### src/rtl/calc_pkg.sv
// Shared definitions for the calculator keypad path: key codes, scanner states,
// parameter defaults and small helpers for decoding active-low row returns.
package calc_pkg;

  localparam logic [3:0] KEY_ADD = 4'ha;
  localparam logic [3:0] KEY_SUB = 4'hb;
  localparam logic [3:0] KEY_MUL = 4'hc;
  localparam logic [3:0] KEY_DIV = 4'hd;
  localparam logic [3:0] KEY_EQ  = 4'he;
  localparam logic [3:0] KEY_CLR = 4'hf;

  localparam int COL_DWELL_DEF = 3;
  localparam int DEB_CNT_DEF   = 10;
  localparam int FLAG_LEN_DEF  = 4;

  typedef enum logic [1:0] {
    SCAN     = 2'd0,
    DEBOUNCE = 2'd1,
    EMIT     = 2'd2,
    WAIT_REL = 2'd3
  } scan_state_e;

  // True when exactly one of the four active-low rows is pulled low.
  function automatic logic is_one_low(input logic [3:0] r);
    return (r == 4'b1110) || (r == 4'b1101) || (r == 4'b1011) || (r == 4'b0111);
  endfunction

  function automatic logic [1:0] low_index(input logic [3:0] r);
    logic [1:0] idx;
    idx = 2'd0;
    case (r)
      4'b1101: idx = 2'd1;
      4'b1011: idx = 2'd2;
      4'b0111: idx = 2'd3;
      default: idx = 2'd0;
    endcase
    return idx;
  endfunction

endpackage

### src/rtl/sync_2ff.sv
// Two-flop synchronizer for the asynchronous keypad row returns; idles at
// all-ones so a reset looks like "no key pressed".
module sync_2ff (
  input  logic       CLK_1K,
  input  logic       RST,
  input  logic [3:0] d,
  output logic [3:0] q
);

  logic [3:0] meta;

  always_ff @(posedge CLK_1K or negedge RST) begin
    if (!RST) begin
      meta <= 4'hf;
      q    <= 4'hf;
    end else begin
      meta <= d;
      q    <= meta;
    end
  end

endmodule

### src/rtl/key_scan.sv
// 4x4 keypad scanner: rotates one low column, debounces a single-row return,
// and emits one key_value/flag event per accepted press.
module key_scan
  import calc_pkg::*;
#(
  parameter int COL_DWELL = COL_DWELL_DEF,
  parameter int DEB_CNT   = DEB_CNT_DEF,
  parameter int FLAG_LEN  = FLAG_LEN_DEF
) (
  input  logic       CLK_1K,
  input  logic       RST,
  input  logic [3:0] row,
  output logic [3:0] col,
  output logic [3:0] key_value,
  output logic       flag
);

  localparam int CNT_MAX = (COL_DWELL > DEB_CNT) ?
                           ((COL_DWELL > FLAG_LEN) ? COL_DWELL : FLAG_LEN) :
                           ((DEB_CNT > FLAG_LEN) ? DEB_CNT : FLAG_LEN);
  localparam int CNT_W = $clog2(CNT_MAX + 1);

  localparam logic [CNT_W-1:0] DWELL_LAST = CNT_W'(COL_DWELL - 1);
  localparam logic [CNT_W-1:0] DEB_LAST   = CNT_W'(DEB_CNT - 1);
  localparam logic [CNT_W-1:0] FLAG_END   = CNT_W'(FLAG_LEN);

  scan_state_e      state, state_n;
  logic [1:0]       col_idx, col_idx_n;
  logic [1:0]       row_idx, row_idx_n;
  logic [CNT_W-1:0] cnt, cnt_n;
  logic [3:0]       key_value_n;
  logic             flag_n;
  logic [3:0]       row_s;

  sync_2ff u_sync (
    .CLK_1K (CLK_1K),
    .RST    (RST),
    .d      (row),
    .q      (row_s)
  );

  assign col = ~(4'b0001 << col_idx);

  always_ff @(posedge CLK_1K or negedge RST) begin
    if (!RST) begin
      state     <= SCAN;
      col_idx   <= 2'd0;
      row_idx   <= 2'd0;
      cnt       <= '0;
      key_value <= 4'h0;
      flag      <= 1'b0;
    end else begin
      state     <= state_n;
      col_idx   <= col_idx_n;
      row_idx   <= row_idx_n;
      cnt       <= cnt_n;
      key_value <= key_value_n;
      flag      <= flag_n;
    end
  end

  // One counter is shared: dwell in SCAN, matches in DEBOUNCE, pulse length in
  // EMIT and clean-release cycles in WAIT_REL. It is cleared on every transition.
  always_comb begin
    state_n     = state;
    col_idx_n   = col_idx;
    row_idx_n   = row_idx;
    cnt_n       = cnt;
    key_value_n = key_value;
    flag_n      = 1'b0;

    case (state)
      SCAN: begin
        if (cnt == DWELL_LAST) begin
          cnt_n = '0;
          if (is_one_low(row_s)) begin
            row_idx_n = low_index(row_s);
            state_n   = DEBOUNCE;
          end else begin
            col_idx_n = col_idx + 2'd1;
          end
        end else begin
          cnt_n = cnt + 1'b1;
        end
      end

      DEBOUNCE: begin
        if (row_s == ~(4'b0001 << row_idx)) begin
          if (cnt == DEB_LAST) begin
            cnt_n       = '0;
            key_value_n = {row_idx, col_idx};
            state_n     = EMIT;
          end else begin
            cnt_n = cnt + 1'b1;
          end
        end else begin
          cnt_n     = '0;
          col_idx_n = col_idx + 2'd1;
          state_n   = SCAN;
        end
      end

      // key_value was loaded on entry, so flag rises one cycle behind it.
      EMIT: begin
        if (cnt == FLAG_END) begin
          cnt_n   = '0;
          state_n = WAIT_REL;
        end else begin
          cnt_n  = cnt + 1'b1;
          flag_n = 1'b1;
        end
      end

      WAIT_REL: begin
        if (row_s == 4'hf) begin
          if (cnt == DEB_LAST) begin
            cnt_n     = '0;
            col_idx_n = col_idx + 2'd1;
            state_n   = SCAN;
          end else begin
            cnt_n = cnt + 1'b1;
          end
        end else begin
          cnt_n = '0;
        end
      end

      default: begin
        cnt_n   = '0;
        state_n = SCAN;
      end
    endcase
  end

endmodule

### config.mk
export PLATFORM = sky130hd
export DESIGN_NAME = key_scan
export DESIGN_NICKNAME = d
export VERILOG_FILES = /design/src/rtl/calc_pkg.sv /design/src/rtl/sync_2ff.sv /design/src/rtl/key_scan.sv
export SDC_FILE = /design/constraint.sdc
export NUM_CORES = 1
export LEC_CHECK = 0
export BUFFER_PORTS_ARGS = -buffer_cell sky130_fd_sc_hd__buf_2
export CAP_MARGIN = 20
export CORE_MARGIN = 1
export CORE_UTILIZATION = 51
export CTS_CLUSTER_SIZE = 30
export DETAILED_ROUTE_END_ITERATION = 8
export PLACE_DENSITY = 0.83
export SKIP_CTS_REPAIR_TIMING = 1
export SKIP_LAST_GASP = 1
export SYNTH_ARGS = -nofsm -noshare
export SYNTH_HDL_FRONTEND = slang
export SYNTH_SLANG_ARGS = --single-unit
### constraint.sdc
create_clock -name CLK_1K -period 1.85 [get_ports CLK_1K]
set_input_delay 0 -clock CLK_1K [delete_from_list [all_inputs] [get_ports CLK_1K]]
set_output_delay 0 -clock CLK_1K [all_outputs]
set_load 0.02 [all_outputs]
==> results.md <==
* Outcome: complete, but fails checks
* Violated checks: setup timing
* Slowest-stage cell, CP: dfrtp_1
* DR pass1 iterations at 4
* Syn. warnings at 0
* Layout net count at 184
* R2R Path Start: cnt[0]
* Post-Layout Cell Count at 197
* Root Buffer: clkbuf_4
* H-tree Lvls at 1
* Min setup slack post-route at -97.94 ps
* Commonest cells after routing, fill and taps aside: buf_4 (29), dfrtp_1 (15), buf_2 (14)
* Synth Flop Type: dfrtp_1
* Netlist cell types at 40
* Final ANT Viol Nets at 0
* Hold Path Class: input pin to asynchronous set/reset pin
* Tmin final at 1948 ps
* Maximum vdd drop at 0.0009262 V
* Startpoint types: register
* IO Count at 15
* Clock transition at path regs at 140 ps
* Total of max-cap violations at 0
* Fin crit share at 1.053
* CP Capture Type: register
* Relative slew slack at 0.6620
* Post-route cell area at 1775 um^2
* Die footprint at 2688 um^2
* Commonest non-fill, non-tap cell in the layout: buf_4
* Area Overhead vs Synth at 40.08%
* Vias per inst at 5.792
* Final Hold Vio Count at 0
* Worst skew pair latency at 320 ps
* Final global-route overflow total at 0
* CP max FO at 4
* Post-Syn Nets at 134
* Layout cell share with drive strength beyond 1 at 0.4793
* Chip height at 51.85 um
* Clock Path Buffers at 2
* HPWL Detailed at 1824 um
* Arr. time, crit path at 2230 ps
* Seq/Total Area, Yosys at 0.4620
* Buf/Inv on CP at 3
* GPL Wtd Cong at 0.8189
* Critical path's most frequent cell: buf_4
* Count of state elements after synthesis at 23
* ANT cells at 0
* Unrepaired setup endpoints after global routing: yes
* Final Setup Violations at 9
* CTS tree: built
* Starting Density at 0.5569
* Cells after Synth at 120
* Leakage at 0.8035 nW
* Initial antenna violation count at 0
* Slew of the pin with the lowest slew margin at 507.0 ps
* Synth Area per Inst at 10.56 um^2
* Total GRT Usage at 0.2071
* Critical path origin: cnt[0]
* EDFF count, synth at 0
* Final routed DRC violation total at 0
* Synthesized cell area at 1267 um^2
* 1st-iter DRT viols at 40
* FP Rows at 17
* PwrDens at 1025 nW/um^2
* Worst clock skew at 10.35 ps
* Vias in the first global route at 954
* Crit Path Category: register to register
* Post-Route WL at 3004 um
* Max Clk Rate at 0.5134 GHz
* Critical-path cell list: inv_2 -> ha_4 -> or3b_4 -> buf_4 -> nor4b_2 -> buf_4 -> a31oi_1 -> o22ai_1 -> a21o_1
* Final count of pins violating max slew at 0
* Pin count of the biggest net entering global routing at 24
* Ys async rst share at 1.000
* Dpl cells at 177
* First-pass GRT wire length at 4043 um
* Fill cells at 140
* Core area at 2276 um^2
* Die width at 51.85 um
* Area after DPL at 1503 um^2
* Fin util at 0.7801
* Routed vias at 1141
* Clk sinks at 23
* Routed len/inst at 15.25 um
* CP required at 2130 ps
* IO buf count at 14
* CP peak stage delay at 410 ps
* Clock buffer count from CTS at 3
* Crit path max-delay family: simple AND/OR/NAND/NOR gates
[worst paths after layout]
path | slack (ps) | depth (start not counted) | end
setup / recovery | -100 | 9 | row_idx[0]
hold / removal | 160 | 2 | row_idx[1]
setup reg to reg | -100 | 9 | row_idx[0]
hold reg to reg | 370 | 0 | u_sync.q[3]
max in group asynchronous | 1340 | 2 | u_sync.meta[3]
min in group CLK_1K | 300 | 2 | u_sync.meta[1]
[worst reg2reg max path: cells and delay by family (launching register included)]
| family | cells | cell delay [ps] |
|---|---|---|
| compound gates | 3 | 380 |
| fa+ha+maj | 1 | 130 |
| buf+inv | 3 | 400 |
| flops | 1 | 410 |
| simple gates | 2 | 580 |
[cells in the mapped netlist, types with 2 or more instances]
| cell type | n | area, um^2 |
|---|---|---|
| a211oi_1 | 4 | 30.03 |
| a21o_1 | 2 | 15.01 |
| a21oi_1 | 4 | 20.02 |
| a31oi_1 | 4 | 25.02 |
| buf_2 | 3 | 15.01 |
| dfrtp_1 | 15 | 375.4 |
| dfstp_2 | 8 | 210.2 |
| ha_1 | 8 | 100.1 |
| inv_1 | 12 | 45.04 |
| mux2_2 | 4 | 45.04 |
| nand2_1 | 7 | 26.28 |
| nand2b_1 | 2 | 12.51 |
| nand3_1 | 2 | 10.01 |
| nand4_1 | 2 | 12.51 |
| nand4b_1 | 2 | 17.52 |
| nor2_1 | 7 | 26.28 |
| nor2b_1 | 2 | 12.51 |
| nor4b_1 | 2 | 17.52 |
| nor4bb_1 | 2 | 20.02 |
| o21ai_0 | 5 | 25.02 |
| xnor2_1 | 4 | 35.03 |
[sequential cells by signal, indices dropped and copies added (netlist names), named ones only]
signal / cells
cnt: 4
key_value: 4
u_sync.meta: 4
u_sync.q: 4
col_idx: 2
row_idx: 2
flag: 1
state: 1
[per-layer routing]
metal  vias to the layer above  share of wire  GRT usage
met2                        60           0.53     0.3846
met3                        13          0.063    0.03216
met1                       549           0.37     0.2363
met4                         0          0.035    0.07207
li1                        519              -          -
met5                         -              0          0
[logic make-up after synthesis]
kind of cell / synth area share
AO/OA/AOI/OAI: 0.1520
XOR/XNOR: 0.02764
adder cells (fa/ha/maj): 0.07898
buffers and inverters: 0.06218
flip-flops: 0.4620
multiplexers: 0.04738
AND/OR/NAND/NOR: 0.1698
[where the power goes]
group | internal [mW] | switching, mW | leakage, nW
Sequential | 0.588 | 0.0819 | 0.275
Clock | 0.0828 | 0.162 | 0.0139
Combinational | 0.458 | 0.449 | 0.514
[cell type report]
class,instances,area [um^2],share of cell area
Clock inverter,1,7.507,0.004228
Timing Repair Buffer,51,380.4,0.2142
Multi-Input combinational cell,79,699.4,0.3939
Sequential cell,23,585.6,0.3298
Tap cell,28,35.03,0.01973
Clock buffer,3,22.52,0.01269
Inverter,12,45.04,0.02537
[metrics by stage]
stage | worst slack, ps | hold WS [ps] | total power [mW] | TNS (ps)
after floorplan | -198.1 | -295.6 | 1.148 | -360.4
after global placement | -119.8 | -20.21 | 1.393 | -305.7
after detailed placement | -140.0 | -7.387 | 1.450 | -638.3
after CTS | -157.6 | -369.1 | 1.696 | -795.9
after global routing | -145.8 | 187.7 | 1.947 | -1046
final | -97.94 | 157.0 | 1.820 | -339.5
No activity file was read; power rests on OpenSTA's default activity.
